==> config.mk <==
export PLATFORM = sky130hd
export DESIGN_NAME = tpmem_ctrl
export DESIGN_NICKNAME = d
export VERILOG_FILES = /design/src/rtl/tpmem_ctrl.sv
export SDC_FILE = /design/constraint.sdc
export NUM_CORES = 1
export LEC_CHECK = 0
export CAP_MARGIN = 15
export CORE_MARGIN = 1.5
export CORE_UTILIZATION = 27
export DETAILED_ROUTE_END_ITERATION = 16
export GPL_TIMING_DRIVEN = 0
export PLACE_DENSITY_LB_ADDON = 0.15
export SYNTH_ARGS = -nofsm -noshare
export SYNTH_HDL_FRONTEND = slang
export SYNTH_SLANG_ARGS = --single-unit
==> constraint.sdc <==
create_clock -name i_clk -period 1.6 [get_ports i_clk]
set_input_delay 0.24 -clock i_clk [delete_from_list [all_inputs] [get_ports i_clk]]
set_output_delay 0.24 -clock i_clk [all_outputs]
set_load 0.005 [all_outputs]
==> src/rtl/tpmem_ctrl.sv <==
// -----------------------------------------------------------------------------
// tpmem_ctrl
// Sequencer for an 8x8 transpose memory (TP mem).
//   - Takes a row stream over a valid/ready handshake.
//   - Forwards each accepted row to the memory as a write, but only while the
//     memory is in its row-load phase.
//   - Mirrors the memory's 4-bit phase counter so that each column leaving the
//     memory can be tagged with its index, a last-column flag and frame
//     accounting.
//   - Drives the memory's synchronous active-low reset, which is also how a
//     flush is performed.
//
// Ports
//   i_clk         clock, rising edge
//   i_Reset       asynchronous active-low reset
//   i_flush       synchronous abort of the partial or draining block
//   s_valid       upstream row valid
//   s_data        upstream row, 8 elements of BW bits, element 0 in the MSBs
//   s_ready       a row can be accepted this cycle
//   o_tp_en       TP mem write enable (i_enable)
//   o_tp_data     TP mem write data (i_data), combinational copy of s_data
//   o_tp_rstn     TP mem synchronous active-low reset
//   o_col_valid   TP mem output column valid this cycle
//   o_col_idx     index of the column currently on the TP mem output
//   o_col_last    high together with column 7
//   o_blk_cnt     completed blocks, wraps at 2^BCW
//   o_frame_done  one-cycle pulse with the last column of the last block of a frame
// -----------------------------------------------------------------------------
module tpmem_ctrl #(
   parameter int BW        = 10,
   parameter int BLK_FRAME = 16,
   parameter int BCW       = 16
) (
   input  logic            i_clk,
   input  logic            i_Reset,
   input  logic            i_flush,
   input  logic            s_valid,
   input  logic [8*BW-1:0] s_data,
   output logic            s_ready,
   output logic            o_tp_en,
   output logic [8*BW-1:0] o_tp_data,
   output logic            o_tp_rstn,
   output logic            o_col_valid,
   output logic [2:0]      o_col_idx,
   output logic            o_col_last,
   output logic [BCW-1:0]  o_blk_cnt,
   output logic            o_frame_done
);

   // Width of the block-in-frame counter; one bit minimum so BLK_FRAME=1 works.
   localparam int FW = (BLK_FRAME > 1) ? $clog2(BLK_FRAME) : 1;
   localparam logic [FW-1:0] FRAME_LAST = FW'(BLK_FRAME - 1);

   // Phase counter: cnt[3]=0 is the row-load phase, cnt[3]=1 the column drain.
   logic [3:0]     cnt_q,          cnt_d;
   logic [FW-1:0]  blk_in_frame_q, blk_in_frame_d;
   logic [BCW-1:0] blk_cnt_q,      blk_cnt_d;
   logic           tp_rstn_q,      tp_rstn_d;
   logic           col_valid_q,    col_valid_d;
   logic [2:0]     col_idx_q,      col_idx_d;
   logic           col_last_q,     col_last_d;
   logic           frame_done_q,   frame_done_d;

   logic drain;
   logic ready;
   logic wr_en;

   always_comb begin
      drain = cnt_q[3];
      // While the memory is held in reset or a flush is pending, no row may be
      // written, otherwise it would be lost by the memory.
      ready = ~drain & tp_rstn_q & ~i_flush;
      wr_en = s_valid & ready;

      cnt_d          = cnt_q;
      blk_in_frame_d = blk_in_frame_q;
      blk_cnt_d      = blk_cnt_q;
      tp_rstn_d      = tp_rstn_q;
      col_valid_d    = col_valid_q;
      col_idx_d      = col_idx_q;
      col_last_d     = col_last_q;
      frame_done_d   = frame_done_q;

      if (i_flush) begin
         // Flush wins over everything: restart the memory and the mirror
         // counter, silence the column tags, keep the block accounting.
         cnt_d        = 4'd0;
         tp_rstn_d    = 1'b0;
         col_valid_d  = 1'b0;
         col_idx_d    = 3'd0;
         col_last_d   = 1'b0;
         frame_done_d = 1'b0;
      end else begin
         tp_rstn_d = 1'b1;

         // Tags lag the counter by one cycle, like the memory's registered output.
         col_valid_d  = drain;
         col_idx_d    = drain ? cnt_q[2:0] : 3'd0;
         col_last_d   = (cnt_q == 4'd15);
         frame_done_d = 1'b0;

         // Load advances only on a write; drain runs free and wraps 15 -> 0.
         if (drain || wr_en) begin
            cnt_d = cnt_q + 4'd1;
         end

         if (cnt_q == 4'd15) begin
            blk_cnt_d = blk_cnt_q + BCW'(1);
            if (blk_in_frame_q == FRAME_LAST) begin
               blk_in_frame_d = '0;
               frame_done_d   = 1'b1;
            end else begin
               blk_in_frame_d = blk_in_frame_q + FW'(1);
            end
         end
      end
   end

   // o_tp_rstn is a register cleared by the async reset, so the memory sees
   // its reset low on every clock edge while i_Reset is asserted.
   always_ff @(posedge i_clk or negedge i_Reset) begin
      if (!i_Reset) begin
         cnt_q          <= 4'd0;
         blk_in_frame_q <= '0;
         blk_cnt_q      <= '0;
         tp_rstn_q      <= 1'b0;
         col_valid_q    <= 1'b0;
         col_idx_q      <= 3'd0;
         col_last_q     <= 1'b0;
         frame_done_q   <= 1'b0;
      end else begin
         cnt_q          <= cnt_d;
         blk_in_frame_q <= blk_in_frame_d;
         blk_cnt_q      <= blk_cnt_d;
         tp_rstn_q      <= tp_rstn_d;
         col_valid_q    <= col_valid_d;
         col_idx_q      <= col_idx_d;
         col_last_q     <= col_last_d;
         frame_done_q   <= frame_done_d;
      end
   end

   assign s_ready      = ready;
   assign o_tp_en      = wr_en;
   assign o_tp_data    = s_data;
   assign o_tp_rstn    = tp_rstn_q;
   assign o_col_valid  = col_valid_q;
   assign o_col_idx    = col_idx_q;
   assign o_col_last   = col_last_q;
   assign o_blk_cnt    = blk_cnt_q;
   assign o_frame_done = frame_done_q;

endmodule
# Yosys cells after proc, flatten, opt, wreduce, memory -nomap -nowiden
# Cells that the tools add are included.
# Widths: inputs -> output; s select.
classes:
  addsub: 3
  eq_ne: 2
  n_mux: 11
  bitwise_logic: 5
  reduce_logical: 3
op_table:
  columns: ["operator", "n"]
  rows:
  - ["$add 16x1->16 const B", 1]
  - ["$mux 4", 3]
  - ["$add 4x1->4 const B", 2]
  - ["$eq 4x4->1 const B", 2]
  - ["$mux 1", 6]
  - ["$mux 3", 2]
  - ["$and 1x1->1", 3]
  - ["$not 1->1", 2]
  - ["$reduce_and 2->1", 1]
  - ["$reduce_bool 2->1", 1]
  - ["$logic_or 1x1->1", 1]
word_totals:
  reg_bits: 31
  inputBits: 84
  wordCells: 32

# Depth between registers and ports, before layout
logic_depth:
  ltp_word: 7
  depth_mapped: 7
  ltp_nobuf: 6

# Worst setup path after synthesis
# Ideal clock, no wire load.
synth_timing:
  path_type: "register -> register"
  startpoint: "reg cnt_q[0]"
  endpoint: "reg blk_cnt_q[14] (netlist: o_blk_cnt[14])"
  t_arrival_ns: 1.405
  t_required_ns: 1.477
  setup_slack_ns: 0.072
  path_stages_with_launch: 7
  n_path_buf: 1
  synth_period_minus_slack_ns: 1.528
  cell_sequence: "dfrtp_1 -> ha_1 -> nand4b_4 -> buf_6 -> nor4_4 -> nand4_1 -> xnor2_1"
synth_between:
  elab_chain_len: 2
synth_rtl:
  columns: ["element", "line", "rtl"]
  rows:
  - ["from (decl)", "55", "logic [3:0] cnt_q, cnt_d;"]
  - ["from (signal assigned)", "132", "cnt_q <= cnt_d;"]
  - ["$eq 4x4->1", "107", "if (cnt_q == 4'd15) begin"]
  - ["$reduce_and 2->1 (no source line)", null, null]
  - ["to (signal assigned)", "134", "blk_cnt_q <= blk_cnt_d;"]
  - ["to (decl)", "57", "logic [BCW-1:0] blk_cnt_q, blk_cnt_d;"]
# Every way passes these cells.
# A chain may end at the register's enable or synchronous reset.

# Final worst setup path
layout_timing:
  startpoint: "reg blk_cnt_q[2] (netlist: o_blk_cnt[2])"
  endpoint: "out o_blk_cnt[2]"
layout_rtl:
  columns: ["element", "line", "rtl"]
  rows:
  - ["to (decl)", "46", "output logic [BCW-1:0] o_blk_cnt,"]
# No word-level cell between the ends.

==> reports/metrics.csv <==
stage,metric,value,unit
logic_synthesis,"top cells by area, synth","dfrtp_1 40%, buf_4 31%, xnor2_1 4.5%, xor2_1 3.6%, nand2_1 3.1%",
logic_synthesis,post-synthesis xor/xnor area fraction,8.09,%
place,routability cong.,0.717,
logic_synthesis,Cells after Synth,196,
worst_setup_path,CP peak stage delay,0.55,ns
logic_synthesis,Synth area leader,dfrtp_1,
status,status,"finished, final reports clean",
logic_synthesis,post-synthesis sequential area ratio,39.8,%
sta,Tmin final,1.51,ns
sta,Fin. Hold Viols,0,
worst_setup_path,end of the critical path,o_blk_cnt[2],
logic_synthesis,"Net Count, Synth",283,
flow_run,max-cap violation count,0,
finish,Nets,403,
worst_setup_path,Buf/Inv on CP,1,
worst_setup_path,Crit Path Category,reg2out,
route,WL/cell,11.1,µm
global_routing,initial antenna violation count,0,
worst_setup_path,Crit Reg-Reg Endpoint,blk_in_frame_q[3],
place,"worst slack, placed",-0.380,ns
die,total die area,7730,µm²
worst_setup_path,crit-path cells,clkdlybuf4s50_1,
cts,CTS sink cnt,31,
cts,CTS Buf Count,5,
sta,Final Slew Violations,0,
place,Placed Cells,400,
die,initial core utilization,28.4,%
finish,Antenna Diode Count,0,
worst_setup_path,crit path from,o_blk_cnt[2],
logic_synthesis,mux share of post-synthesis cell area,0.578,%
worst_setup_path,Worst EP required,1.36,ns
route,drt drc,0,
worst_setup_path,WP data arrival,1.27,ns
sta,Max Freq,0.661,GHz
logic_synthesis,Ys Warns,0,
place,hpwl dp,3720,µm
die,core footprint,6870,µm²
finish,post-route cell area,3290,µm²
logic_synthesis,simple-gate share of the synthesized area,15.7,%
cts,clock root buffer,clkbuf_8,
logic_synthesis,post-synth top area share,39.8,%
sta,worst-margin pin slew,0.688,ns
finish,share of layout cells above drive strength 1,31.9,%
cts,Longest Clk Path Bufs,2,
route,via count,1661,
cts,CTS H-tree depth,2,
power,Pleak,1.62,nW
route,Routed WL,4600,µm
sta,# setup viols final,0,
global_routing,largest net degree at the start of global routing,32,
cts,Clock Latency Late Sink,0.28,ns
logic_synthesis,mapped cell area,1950,µm²
sta,RSZ-0062 raised after global routing,no,
die,Die X,87.9,µm
sta,Slew HR,54.2,%
worst_setup_path,reg2reg setup slack,0.09,ns
sta,setup ws final,0.0868,ns
hold_path,Worst Hold Class,in2async,
global_routing,Overflow after GRT,0,
power,PD cells,541,nW/µm²
global_routing,number of global-route vias before repair,1539,
worst_setup_path,Worst path slowest cell,clkdlybuf4s50_1,
finish,Post-Layout Cell Count,413,
die,Std-Cell Rows,30,
global_routing,Tot GR Track Use,11.0,%
worst_setup_path,"critical path fanouts, max",6,
cts,CTS tree,done,
sta,fin crit share,94.6,%
route,routed vias/inst,4.02,
worst_setup_path,Critical Path Stages,1,
route,number of routed nets with antenna violations,0,
finish,fill count,650,
die,number of I/O pins,189,
worst_setup_path,critical path startpoint category,register,
power,Peak VDD IR,230,µV
route,Pre-antenna DRT Iters,4,
cts,"Clk pin slew, worst setup/hold paths",0.06,ns
logic_synthesis,compound-gate portion of the synthesized area,1.93,%
logic_synthesis,Adder-Cell Fraction of Synth Area,1.93,%
route,Starting DRT DRC Count,57,
worst_setup_path,critical path endpoint category,primary output,
logic_synthesis,largest family of logic cells by synthesized area,buffers and inverters,
die,Die Height,87.9,µm
logic_synthesis,post-synth cell types,27,
global_routing,first-pass GRT wire length,6720,µm
finish,Syn-to-layout area delta,69.0,%
worst_setup_path,largest delay contributor family on the critical path,buffers and inverters,
logic_synthesis,Synth Register Bits,31,
logic_synthesis,syn avg cell area,9.94,µm²
place,Port Buf Inserts,108,
worst_setup_path,reg2reg path depth,7,
sta,clk_skew,0.00624,ns
worst_setup_path,r2r startpoint,cnt_q[0],
place,Placed Area,3140,µm²
-- registers in the layout, summed over array words and instances (netlist names) --
name and cells:
o_frame_done 1, o_tp_rstn 1, o_col_idx 3, o_blk_cnt 16
o_col_valid 1, cnt_q 4, blk_in_frame_q 4, o_col_last 1
-- where the power goes --
group          switching, mW  total (mW)  leakage [nW]  internal, mW
clock                  0.273       0.578        0.0422         0.305
combinational          0.102       0.411          1.15         0.310
sequential           0.00392       0.791         0.424         0.787
total                  0.379        1.78          1.62          1.40
-- synthesized netlist by cell type --
master,n
nor3b_1,1
nand2_1,16
a21o_1,1
o21ai_0,3
buf_6,1
nor2_1,6
clkinv_1,1
and3_1,4
nand3_1,11
and2_1,3
a21oi_1,3
and4bb_2,1
nor4_2,1
xor2_1,8
ha_1,3
nor4_4,1
nor4_1,1
buf_4,80
nor2b_1,1
inv_1,2
nor3_2,1
mux2_2,1
nor3_1,1
nand4b_4,1
dfrtp_1,31
xnor2_1,10
nand4_1,3
-- per-layer routing --
layer  up-vias  global-route usage (%)  share of wire (%)
met5         -                       0                  0
met4         0                    3.46                1.0
met3         5                    3.49                9.3
met2        96                    18.8                 52
met1       766                    13.0                 38
li1        794                       -                  -
-- worst min-delay path by stage --
stage | end | slack, ns | depth (start not counted)
after floorplan | blk_in_frame_q[0] | -0.06 | 0
after global placement | o_blk_cnt[15] | 0.46 | 1
after detailed placement | o_blk_cnt[10] | 0.33 | 1
after CTS | o_col_idx[2] | 0.04 | 1
after global routing | o_col_valid | 0.07 | 1
final | o_blk_cnt[10] | 0.005 | 1
-- final cells by class --
| cell class | instances | area, µm² | share of cell area (%) |
|---|---|---|---|
| Buffer | 81 | 616 | 18.7 |
| Clock buffer | 7 | 76.3 | 2.32 |
| Clock inverter | 1 | 5.00 | 0.152 |
| Inverter | 3 | 11.3 | 0.342 |
| Multi-Input combinational cell | 81 | 577 | 17.5 |
| Sequential cell | 31 | 777 | 23.6 |
| Tap cell | 96 | 120 | 3.65 |
| Timing Repair Buffer | 113 | 1110 | 33.7 |
-- cell usage in the layout, fill, tap and decap left out, drive strengths merged, types with 4 or more instances in the layout --
| master | count |
|---|---|
| and3 | 4 |
| buf | 87 |
| clkbuf | 7 |
| clkdlybuf4s50 | 104 |
| dfrtp | 31 |
| nand2 | 16 |
| nand3 | 11 |
| nor2 | 6 |
| xnor2 | 10 |
| xor2 | 8 |
-- timing repair --
item	in CTS	in global routing
buffers inserted	5	0
hold buffers	0	0
endpoints found under the setup margin	9	6
pin swaps	3	3
resized for setup	7	2
-- kinds of logic (layout without fill, tap and decap cells) --
logic type                 Yosys count  in the layout
buffers and inverters               84            205
and+or+nand+nor                     52             52
DFF                                 31             31
xor gates and xnor gates            18             18
AOI/OAI and AO/OA                    7              7
adders and majority gates            3              3
muxes                                1              1
-- through the flow --
step	total power, mW	hold WS (ns)	setup TNS, ns	utilization (%)
finish	1.78	0.00458	0	47.9
CTS	1.81	0.0389	0	47.7
detailed placement	1.22	0.334	-5.36	45.8
global placement	1.22	0.462	-15.68	45.8
floorplan	0.978	-0.0556	0	-
global route	1.87	0.0665	0	47.9
(Power assumes the default switching activity.)
